## src/rtl/dmem_arbiter.sv

```systemverilog
// Two-port arbiter for the single data-memory port: CPU MEM stage vs DMA/debug loader.
// Fixed CPU priority with a DMA anti-starvation force. Optional DMA lock via DMEM_ARB_LOCK_EN.
module dmem_arbiter #(
  parameter int DM_ADDRESS = 9,
  parameter int DATA_W     = 32,
  parameter int STARVE_MAX = 4
) (
  input  logic                  clk,
  input  logic                  reset,
  input  logic                  cpu_req,
  input  logic                  cpu_we,
  input  logic [DM_ADDRESS-1:0] cpu_addr,
  input  logic [DATA_W-1:0]     cpu_wdata,
  input  logic [2:0]            cpu_funct3,
  output logic                  cpu_gnt,
  output logic                  cpu_rvalid,
  output logic [DATA_W-1:0]     cpu_rdata,
  input  logic                  dma_req,
  input  logic                  dma_we,
  input  logic [DM_ADDRESS-1:0] dma_addr,
  input  logic [DATA_W-1:0]     dma_wdata,
  input  logic [2:0]            dma_funct3,
`ifdef DMEM_ARB_LOCK_EN
  input  logic                  dma_lock,
`endif
  output logic                  dma_gnt,
  output logic                  dma_rvalid,
  output logic [DATA_W-1:0]     dma_rdata,
  output logic                  mem_read,
  output logic                  mem_write,
  output logic [DM_ADDRESS-1:0] mem_a,
  output logic [DATA_W-1:0]     mem_wd,
  output logic [2:0]            mem_funct3,
  input  logic [DATA_W-1:0]     mem_rd
);

  // state  | meaning
  // IDLE   | no read data returning this cycle
  // CPU_RD | CPU load issued last cycle, cpu_rdata valid
  // DMA_RD | DMA load issued last cycle, dma_rdata valid
  typedef enum logic [1:0] {IDLE, CPU_RD, DMA_RD} state_t;

  localparam logic [3:0] STARVE_LIM = 4'(STARVE_MAX);

  state_t     state;
  logic [3:0] starve;
  logic       force_dma;
  logic       lock_hold;

`ifdef DMEM_ARB_LOCK_EN
  logic dma_gnt_q;
  assign lock_hold = dma_gnt_q & dma_req & dma_lock;
`else
  assign lock_hold = 1'b0;
`endif

  // Grants are suppressed while reset is asserted so memory sees no access.
  assign force_dma = dma_req & (starve == STARVE_LIM);
  assign dma_gnt   = !reset & dma_req & (!cpu_req | force_dma | lock_hold);
  assign cpu_gnt   = !reset & cpu_req & !dma_gnt;

  always_comb begin
    mem_read   = 1'b0;
    mem_write  = 1'b0;
    mem_a      = '0;
    mem_wd     = '0;
    mem_funct3 = 3'b000;
    if (cpu_gnt) begin
      mem_read   = !cpu_we;
      mem_write  = cpu_we;
      mem_a      = cpu_addr;
      mem_wd     = cpu_wdata;
      mem_funct3 = cpu_funct3;
    end else if (dma_gnt) begin
      mem_read   = !dma_we;
      mem_write  = dma_we;
      mem_a      = dma_addr;
      mem_wd     = dma_wdata;
      mem_funct3 = dma_funct3;
    end
  end

  assign cpu_rvalid = (state == CPU_RD);
  assign dma_rvalid = (state == DMA_RD);

  always_ff @(posedge clk) begin
    if (reset) begin
      state     <= IDLE;
      starve    <= 4'd0;
      cpu_rdata <= '0;
      dma_rdata <= '0;
`ifdef DMEM_ARB_LOCK_EN
      dma_gnt_q <= 1'b0;
`endif
    end else begin
      if (dma_req && !dma_gnt) begin
        if (starve != STARVE_LIM) starve <= starve + 4'd1;
      end else begin
        starve <= 4'd0;
      end

      if (cpu_gnt && !cpu_we) begin
        state     <= CPU_RD;
        cpu_rdata <= mem_rd;
      end else if (dma_gnt && !dma_we) begin
        state     <= DMA_RD;
        dma_rdata <= mem_rd;
      end else begin
        state <= IDLE;
      end
`ifdef DMEM_ARB_LOCK_EN
      dma_gnt_q <= dma_gnt;
`endif
    end
  end

endmodule

```

## config.mk

```make
export PLATFORM = sky130hd
export DESIGN_NAME = dmem_arbiter
export DESIGN_NICKNAME = d
export VERILOG_FILES = /design/src/rtl/dmem_arbiter.sv
export SDC_FILE = /design/constraint.sdc
export NUM_CORES = 1
export LEC_CHECK = 0
export CORE_MARGIN = 4
export CORE_UTILIZATION = 35
export CTS_CLUSTER_DIAMETER = 30
export CTS_CLUSTER_SIZE = 20
export DETAILED_ROUTE_END_ITERATION = 10
export PLACE_DENSITY_LB_ADDON = 0.08
export SYNTH_ARGS = -nofsm -noshare
export SYNTH_HDL_FRONTEND = slang
export SYNTH_SLANG_ARGS = --single-unit
```

## constraint.sdc

```tcl
create_clock -name clk -period 5.7 [get_ports clk]
set_input_delay 1.14 -clock clk [delete_from_list [all_inputs] [get_ports clk]]
set_output_delay 1.14 -clock clk [all_outputs]
set_load 0.01 [all_outputs]
```

Word level (Yosys, flattened, before mapping)
Cells that the tools add are included.
{"block": "word_totals", "regBits": 70, "out_inout_bits": 114, "wordCells": 41}
{"block": "op_classes", "n_addsub": 1, "eq_ne": 4, "mux": 12, "bitwise": 8, "n_reduce_logical": 11}
{"cell": "$mux 32", "count": 2}
{"cell": "$mux 9", "count": 2}
{"cell": "$mux 3", "count": 2}
{"cell": "$and 1x1->1", "count": 5}
{"cell": "$logic_not 1->1", "count": 5}
{"cell": "$mux 1", "count": 5}
{"cell": "$add 4x1->4 const B", "count": 1}
{"cell": "$eq 4x3->1 const B", "count": 1}
{"cell": "$ne 4x3->1 const B", "count": 1}
{"cell": "$reduce_or 2->1", "count": 2}
{"cell": "$logic_and 1x1->1", "count": 3}
{"cell": "$eq 2x1->1 const B", "count": 1}
{"cell": "$eq 2x2->1 const B", "count": 1}
{"cell": "$mux 2", "count": 1}
{"cell": "$not 1->1", "count": 2}
{"cell": "$reduce_and 2->1", "count": 1}
{"cell": "$or 1x1->1", "count": 1}

Logic depth before layout (Yosys ltp)
Gate-level depths: netlist of the first run.
{"block": "logic_depth", "depth_word": 9, "mapped_depth": 7}

Least setup slack after synthesis of the first run
No wires, ideal clock.
{"block": "synth_path", "kind": "input port to output port", "from": "input dma_req", "to": "output mem_wd[17]", "t_arrival_ns": 2.129, "path_slack_ns": 2.431, "cell_stages": 5, "n_path_buf": 2, "cell_sequence": "and4b_1 buf_2 nor3_4 buf_2 a22o_1"}
{"block": "synth_via", "elab_chain_len": 6, "word_cells_on_any_way": 8, "cone_classes": "mux (2); bitwise (5); reduce/logical (1)"}
{"element": "from (decl)", "line": "18", "source": "input logic dma_req,"}
{"element": "$and 1x1->1", "line": "58", "source": "assign force_dma = dma_req & (starve == STARVE_LIM);"}
{"element": "$or 1x1->1", "line": "59", "source": "assign dma_gnt = !reset & dma_req & (!cpu_req | force_dma | lock_hold);"}
{"element": "$and 1x1->1 *", "line": "59"}
{"element": "$logic_not 1->1 *", "line": "60", "source": "assign cpu_gnt = !reset & cpu_req & !dma_gnt;"}
{"element": "$and 1x1->1 *", "line": "60"}
{"element": "via cpu_gnt", "line": "15", "source": "output logic cpu_gnt,"}
{"element": "$mux 32 *", "line": "68", "source": "if (cpu_gnt) begin"}
{"element": "to (decl)", "line": "32", "source": "output logic [DATA_W-1:0] mem_wd,"}
Mark *: on every way through the listed nets, which the timed path passes. The rest lies on a longest branch.

Final worst setup path of the first run
{"block": "layout_path", "from": "input reset", "to": "output mem_a[0]"}
{"block": "layout_via", "elab_chain_len": 6, "word_cells_on_any_way": 8, "cone_classes": "mux (2); bitwise (4); reduce/logical (2)"}
{"element": "from (decl)", "line": "9", "source": "input logic reset,"}
{"element": "$logic_not 1->1 *", "line": "59, 60"}
{"element": "$and 1x1->1 (2 in series)", "line": "59"}
{"element": "$logic_not 1->1", "line": "60"}
{"element": "$and 1x1->1", "line": "60"}
{"element": "$mux 9 *", "line": "68"}
{"element": "to (decl)", "line": "31", "source": "output logic [DM_ADDRESS-1:0] mem_a,"}
Every way passes the cells marked *; elsewhere a longest branch is shown, timed or not.

==> run summary, run 1 <==
==========================================================================================
Synth warnings                                                                           0
Launch instance of the worst min-delay path                                   dma_rdata[18]$_SDFFE_PP0P_
Kind of cell adding the most delay to the critical path                       buffers and inverters
Post-synthesis sequential element count                                                 70
Top-level I/O count                                                                    240
Post-route setup TNS                                                                  0 ns
Initial DRC count                                                                      139
Largest family of logic cells by synthesized area                             compound AO/OA/AOI/OAI gates
Number of maximum-capacitance violations                                                 0
DIE AREA                                                                      10,740 sq um
Remaining max-slew budget at the tightest pin                                       48.17%
Count of flip-flops with a built-in enable after synthesis                               0
GRT Total Usage                                                                     24.10%
Via count of the first global-routing pass                                           3,473
Fillers                                                                                759
Count of buffers added by post-CTS timing repair for setup                               0
Commonest cells in the netlist                                                sky130_fd_sc_hd__dfxtp_1 (70), sky130_fd_sc_hd__a22o_1 (45), sky130_fd_sc_hd__nand2_1 (34)
First drt pass iteration count                                                           4
RSZ-0062 raised after global routing                                                    no
First-pass GRT wire length                                                        20.48 mm
Detailed-route vias per instance                                                     5.232
Endpoints failing hold                                                                   0
Gpl congestion                                                                      0.8132
Most common cell in the synthesized netlist                                   sky130_fd_sc_hd__dfxtp_1
Sequential cell area fraction in the yosys report                                   43.78%
Diodes inserted                                                                          0
Cell count of the worst hold path                                                        2
XOR/XNOR Fraction of Synth Area                                                    0.5473%
Worst-Skew Late Latency                                                            0.35 ns
Critical register-to-register path endpoint                                   dma_rdata[23]$_SDFFE_PP0P_
Total of cells resized after clock tree synthesis                                        0
Final cycle utilization of the critical path                                        84.33%
Gate count of the mapped netlist                                                       336
Leakage component of the power                                                    2.440 nW
Cell Chain, Critical Path                                                     clkdlybuf4s50_1 -> buf_4 -> nand2b_1 -> a21oi_4 -> buf_4 -> a22o_1 -> clkdlybuf4s50_1
Clock tree from TritonCTS                                                             done
Final setup skew                                                                0.01115 ns
Post-detailed-route wirelength per cell                                       19.82 microns
Period minus WS final                                                             4.807 ns
Mapped Nets                                                                            464
Worst r2r path cells                                                                     6
PD cells                                                                      194.9 nW/um^2
Worst r2r src                                                                 starve[0]$_SDFFE_PP0P_
Number of H-tree levels                                                                  3
Hold buffer count at CTS                                                                 0
Final count of pins violating max slew                                                   0
Syn Area/Cell                                                                  9.526 sq um
Synth top area share                                                                43.78%
Critical-path top delay cell                                                  sky130_fd_sc_hd__a21oi_4
Achievable Freq                                                                  208.0 MHz
Worst Path Class, Setup                                                       primary input to output port
Worst setup slack for register-to-register paths                                   3.72 ns
CP bufs+invs                                                                             4
Maximum number of pins on one net before global-route repair                            47
CTS Buffer Depth                                                                         2
Area Overhead vs Synth                                                              81.98%
Root Buffer Master                                                            sky130_fd_sc_hd__clkbuf_8
Clock-pin transition on the worst setup and hold timing paths                      0.08 ns
Clock tree sinks                                                                        70
Share of cell area taken by muxes after synthesis                                   11.10%
Area of the placeable core                                                      8806 sq um
Initial core utilization                                                            36.35%
Routed via count                                                                     3,537
Number of distinct standard cells referenced by the synthesized netlist                 31
CP max FO                                                                               28
Worst slew pin tran                                                              0.7757 ns
Remaining global-route overflow                                                          0
Data arrival at the endpoint of the critical path                                  3.67 ns
Share of the synthesized area in compound gates (AO/OA/AOI/OAI)                     25.06%
Critical Path Start Type                                                      primary input
Run status                                                                    finished clean
Class of the tightest hold or removal check                                   flop to flop
Delay of the slowest cell on the worst path                                        0.62 ns
Required time worst endpoint                                                       4.56 ns
ANT nets after route                                                                     0
Number of placement rows                                                                34
Share of synthesized cell area in full adder, half adder and majority cells        0.7819%
DP HPWL                                                                           10.16 mm
Worst ir drop on vdd                                                              191.9 uV
Endpoint type of the worst setup path                                          output port
Post-synthesis share of cell area spent on and, or, nand and nor gates              10.59%
Largest cells by area after synthesis                                         sky130_fd_sc_hd__dfxtp_1 (44%), sky130_fd_sc_hd__a22o_1 (12%), sky130_fd_sc_hd__o311ai_0 (8.8%)
Final setup vio count                                                                    0
Post-Route Hold Slack                                                            0.4587 ns
Layout cells sized above 1                                                          6.866%
Ys async rst share                                                                      0%
End point of the most critical hold path                                      dma_rdata[18]$_SDFFE_PP0P_
# port buffers                                                                         239
Leading register cell type out of synthesis                                   sky130_fd_sc_hd__dfxtp_1
Die Y                                                                         103.6 microns
Post-synth design cell area                                                     3201 sq um
Nets                                                                                   692
Number of antenna violations at the first check in global routing                        0
Detailed Route WL                                                                 13.40 mm
Die X                                                                         103.6 microns
Number of buffers inserted during clock tree synthesis                                   9
Area leader, netlist                                                          sky130_fd_sc_hd__dfxtp_1
DR DRC count                                                                             0
==========================================================================================
cells by family after synthesis:
group,after synthesis
compound gates,101
xor+xnor,2
fa+ha+maj,2
buf+inv,61
flops,70
mux,32
simple gates,68
power by group:
part	total, mW	switching, mW	leakage [nW]	internal [mW]
Clock	0.341	0.186	0.0848	0.154
Combinational	0.276	0.104	1.78	0.171
Sequential	0.519	0.00999	0.571	0.509
Total	1.14	0.300	2.44	0.835
tightest hold or removal path, cell delays in order (launching register included):
cell                      delay, ns
sky130_fd_sc_hd__dfxtp_1       0.31
sky130_fd_sc_hd__nand2_1       0.05
sky130_fd_sc_hd__mux2i_1       0.05
sequential cells by signal, summed over array words and instances, names as in the netlist:
signal,count
dma_rdata,32
cpu_rdata,32
state,2
starve,4
metal layers:
metal	global-route usage (%)	part of all wire, %
met4	6.458	1.8
met2	41.40	50
met3	9.515	8.9
met1	27.98	40
met5	0	0
worst max path at each step:
stage,from,endpoint,depth (start not counted)
2_1_floorplan,dma_req,mem_wd[17],5
3_3_place_gp,reset,mem_a[2],7
3_5_place_dp,reset,mem_a[0],7
4_1_cts,reset,mem_a[0],7
5_1_grt,reset,mem_wd[12],7
6_report,reset,mem_a[0],7
per-stage QoR:
step                      utilization [%]  instance area, sq um  std cells  setup WS (ns)  total power [mW]
after floorplan                         -                  3201        336          2.431            0.6157
after global placement              64.28                  5660        661          1.008            0.8031
after detailed placement            64.28                  5660        661         0.9120            0.8063
after CTS                           66.14                  5824        676         0.8961             1.147
after global routing                66.14                  5824        676         0.7458             1.186
final                               66.14                  5824        676         0.8930             1.135
layout make-up:
type | instances | area [sq um] | area share (%)
Timing Repair Buffer | 249 | 2467 | 42.36
Multi-Input combinational cell | 205 | 1548 | 26.57
Sequential cell | 70 | 1401 | 24.06
Tap cell | 108 | 135.1 | 2.320
Clock buffer | 9 | 123.9 | 2.127
Inverter | 29 | 108.9 | 1.869
Clock inverter | 6 | 40.04 | 0.6874
cell usage in the layout (no fill, tap or decap):
| cell | Yosys | final |
|---|---|---|
| sky130_fd_sc_hd__clkdlybuf4s50_1 | 0 | 239 |
| sky130_fd_sc_hd__dfxtp_1 | 70 | 70 |
| sky130_fd_sc_hd__a22o_1 | 45 | 45 |
| sky130_fd_sc_hd__nand2_1 | 34 | 34 |
| sky130_fd_sc_hd__o311ai_0 | 32 | 32 |
| sky130_fd_sc_hd__inv_1 | 28 | 28 |
| sky130_fd_sc_hd__mux2i_1 | 22 | 22 |
| sky130_fd_sc_hd__o21ai_0 | 20 | 20 |
| sky130_fd_sc_hd__nor2b_1 | 12 | 12 |
| sky130_fd_sc_hd__nand3_1 | 11 | 11 |
| sky130_fd_sc_hd__buf_4 | 1 | 10 |
| sky130_fd_sc_hd__clkbuf_8 | 0 | 9 |
| sky130_fd_sc_hd__mux2_4 | 6 | 6 |
| sky130_fd_sc_hd__nor2_1 | 4 | 4 |
| sky130_fd_sc_hd__mux2_2 | 4 | 4 |
| sky130_fd_sc_hd__clkinv_2 | 0 | 3 |
| sky130_fd_sc_hd__o21ai_1 | 2 | 2 |
| sky130_fd_sc_hd__ha_1 | 2 | 2 |
| sky130_fd_sc_hd__clkinv_4 | 0 | 2 |
| sky130_fd_sc_hd__nand3b_2 | 1 | 1 |
| sky130_fd_sc_hd__nand2b_1 | 1 | 1 |
| sky130_fd_sc_hd__a21oi_4 | 0 | 1 |
| sky130_fd_sc_hd__and4b_1 | 1 | 1 |
| sky130_fd_sc_hd__nor3_4 | 1 | 1 |
| sky130_fd_sc_hd__a211o_2 | 0 | 1 |
| sky130_fd_sc_hd__nand4b_1 | 1 | 1 |
| sky130_fd_sc_hd__nor3b_1 | 1 | 1 |
| sky130_fd_sc_hd__clkinv_1 | 1 | 1 |
| sky130_fd_sc_hd__nand4_1 | 1 | 1 |
| sky130_fd_sc_hd__xnor2_1 | 1 | 1 |
| sky130_fd_sc_hd__xor2_1 | 1 | 1 |
| sky130_fd_sc_hd__clkinvlp_4 | 0 | 1 |
No activity file was read; power rests on OpenSTA's default activity.
==> run 2: changes to the inputs <==
- CORE_UTILIZATION: 35 -> 34
- clock period: 5.7 -> 4.7 ns (I/O delays scaled with it)
==> run summary, run 2 (synthesis gave the netlist of run 1 again) <==
================================================================================
Class of the tightest hold or removal check                         flop to flop
Final count of pins violating max slew                                         0
Detailed-route vias per instance                                           5.135
Data arrival at the endpoint of the critical path                        3.16 ns
Area Overhead vs Synth                                                    83.89%
CP bufs+invs                                                                   3
Number of H-tree levels                                                        3
Layout cells sized above 1                                                6.854%
Clock tree from TritonCTS                                                   done
Kind of cell adding the most delay to the critical path             buffers and inverters
Clock tree sinks                                                              70
Required time worst endpoint                                             3.76 ns
Worst slew pin tran                                                    0.6106 ns
Root Buffer Master                                                  sky130_fd_sc_hd__clkbuf_8
Final setup skew                                                      0.01775 ns
Top-level I/O count                                                          240
Worst Setup SP                                                             reset
Worst r2r src                                                       starve[0]$_SDFFE_PP0P_
Die X                                                               105.0 microns
First-pass GRT wire length                                              19.60 mm
# port buffers                                                               239
Hold buffer count at CTS                                                       0
Final core area utilization                                               64.00%
RSZ-0062 raised after global routing                                          no
Nets                                                                         692
Post-detailed-route wirelength per cell                             19.45 microns
Gpl congestion                                                            0.8235
Worst setup slack for register-to-register paths                         2.72 ns
Final cycle utilization of the critical path                              87.20%
Final non-filler cell total                                                  680
Critical register-to-register path endpoint                         dma_rdata[24]$_SDFFE_PP0P_
Endpoints failing hold                                                         0
Final non-filler cell area                                            5886 sq um
ANT nets after route                                                           0
CTS Buffer Depth                                                               2
Detailed Route WL                                                       13.23 mm
Worst Path Class, Setup                                             primary input to output port
Die Y                                                               105.0 microns
Cell repeated most along the worst path                             sky130_fd_sc_hd__clkdlybuf4s50_1
GRT Total Usage                                                           22.67%
DR DRC count                                                                   0
Number of antenna violations at the first check in global routing              0
Remaining max-slew budget at the tightest pin                             59.04%
Leakage component of the power                                          2.462 nW
Standard cell area after detailed placement                           5664 sq um
Final setup vio count                                                          0
Worst ir drop on vdd                                                    227.3 uV
DIE AREA                                                            11,030 sq um
Clock-pin transition on the worst setup and hold timing paths            0.08 ns
Period minus WS final                                                   4.099 ns
Maximum number of pins on one net before global-route repair                  47
Cell Chain, Critical Path                                           clkdlybuf4s50_1 -> nand2b_1 -> a21oi_4 -> buf_4 -> a22o_1 -> clkdlybuf4s50_1
Levels on crit path                                                            6
Area of the placeable core                                            9196 sq um
CP max FO                                                                     46
Most common cell after layout, fill and taps aside                  sky130_fd_sc_hd__clkdlybuf4s50_1
Worst r2r path cells                                                           6
Routed via count                                                           3,492
Achievable Freq                                                        244.0 MHz
Worst Setup EP                                                        mem_wd[20]
PD cells                                                            256.3 nW/um^2
Number of cells in the design after placement                                664
Number of buffers inserted during clock tree synthesis                         9
Critical-path top delay cell                                        sky130_fd_sc_hd__clkdlybuf4s50_1
Total of cells resized after clock tree synthesis                              0
Remaining global-route overflow                                                0
Critical Path Start Type                                            primary input
DP HPWL                                                                 10.02 mm
Number of maximum-capacitance violations                                       0
Biggest regs                                                        cpu_rdata (32), dma_rdata (32), starve (4)
Run status                                                          finished clean
Endpoint type of the worst setup path                                output port
Count of buffers added by post-CTS timing repair for setup                     0
Delay of the slowest cell on the worst path                              0.59 ns
Via count of the first global-routing pass                                 3,450
Worst-Skew Late Latency                                                  0.35 ns
Number of placement rows                                                      35
First drt pass iteration count                                                 4
Post-route setup TNS                                                        0 ns
Initial DRC count                                                            129
Initial core utilization                                                  34.80%
Commonest non-fill, non-tap cells in the layout                     sky130_fd_sc_hd__clkdlybuf4s50_1 (239), sky130_fd_sc_hd__dfxtp_1 (70), sky130_fd_sc_hd__a22o_1 (45), sky130_fd_sc_hd__nand2_1 (34), sky130_fd_sc_hd__o311ai_0 (32)
Diodes inserted                                                                0
================================================================================
[run 2: cell types whose count changed in the layout (fill, tap and decap cells not counted)]
| cell | before | now |
|---|---|---|
| sky130_fd_sc_hd__clkinv_2 | 3 | 0 |
| sky130_fd_sc_hd__bufinv_16 | 0 | 2 |
| sky130_fd_sc_hd__clkbuf_1 | 0 | 1 |
| sky130_fd_sc_hd__inv_6 | 0 | 1 |
[run 2: layout make-up]
class	count	area (sq um)
clock buffer	10	127.6
clock inverter	6	93.84
fill	806	3311
inverter	29	108.9
multi-input combinational	205	1548
sequential	70	1401
tap	111	138.9
timing repair buffer	249	2467
[run 2: per-stage QoR]
step | power, mW | hold WS, ns | worst slack [ns]
detailed placement | 0.9781 | 0.4560 | 0.5955
CTS | 1.521 | 0.4643 | 0.5801
finish | 1.508 | 0.4597 | 0.6014
floorplan | 0.7467 | 0.4297 | 1.831
global placement | 0.9749 | 0.4439 | 0.5914
global route | 1.570 | 0.4833 | 0.5257
[run 2: power by group]
| part | internal (mW) | switching (mW) |
|---|---|---|
| clock network | 0.303 | 0.242 |
| registers | 0.617 | 0.0123 |
| logic | 0.208 | 0.127 |
[run 2: how the worst min path moves through the flow]
stage | start | endpoint | slack [ns] | cells past startpoint
after global routing | dma_rdata[2]$_SDFFE_PP0P_ | dma_rdata[2]$_SDFFE_PP0P_ | 0.48 | 2
after detailed placement | dma_rdata[8]$_SDFFE_PP0P_ | dma_rdata[8]$_SDFFE_PP0P_ | 0.46 | 2
after CTS | dma_rdata[18]$_SDFFE_PP0P_ | dma_rdata[18]$_SDFFE_PP0P_ | 0.46 | 2
after global placement | dma_rdata[5]$_SDFFE_PP0P_ | dma_rdata[5]$_SDFFE_PP0P_ | 0.44 | 2
final | dma_rdata[8]$_SDFFE_PP0P_ | dma_rdata[8]$_SDFFE_PP0P_ | 0.46 | 2
after floorplan | starve[0]$_SDFFE_PP0P_ | starve[0]$_SDFFE_PP0P_ | 0.43 | 1
[run 2: worst reg2reg max path, delay by kind of cell, from the launching register on]
family	cells	cell delay [ns]
AND/OR/NAND/NOR	1	0.15
flip-flops	1	0.37
adder cells (fa/ha/maj)	1	0.23
buffers and inverters	2	0.53
AO/OA/AOI/OAI	1	0.16
multiplexers	1	0.43
[run 2: routing by layer]
layer / wire length (microns) / GRT usage (%) / up-vias
met5: 0 / 0 / -
met4: 307 / 7.310 / 0
met3: 1032 / 7.659 / 21
met2: 6496 / 38.91 / 149
met1: 5389 / 26.50 / 1645
li1: - / - / 1677
==> run 3: changes to the inputs <==
- SLEW_MARGIN: not set -> 10
==> results of run 3 <==
Final layout, timing and power as in run 2 (identical DEF).
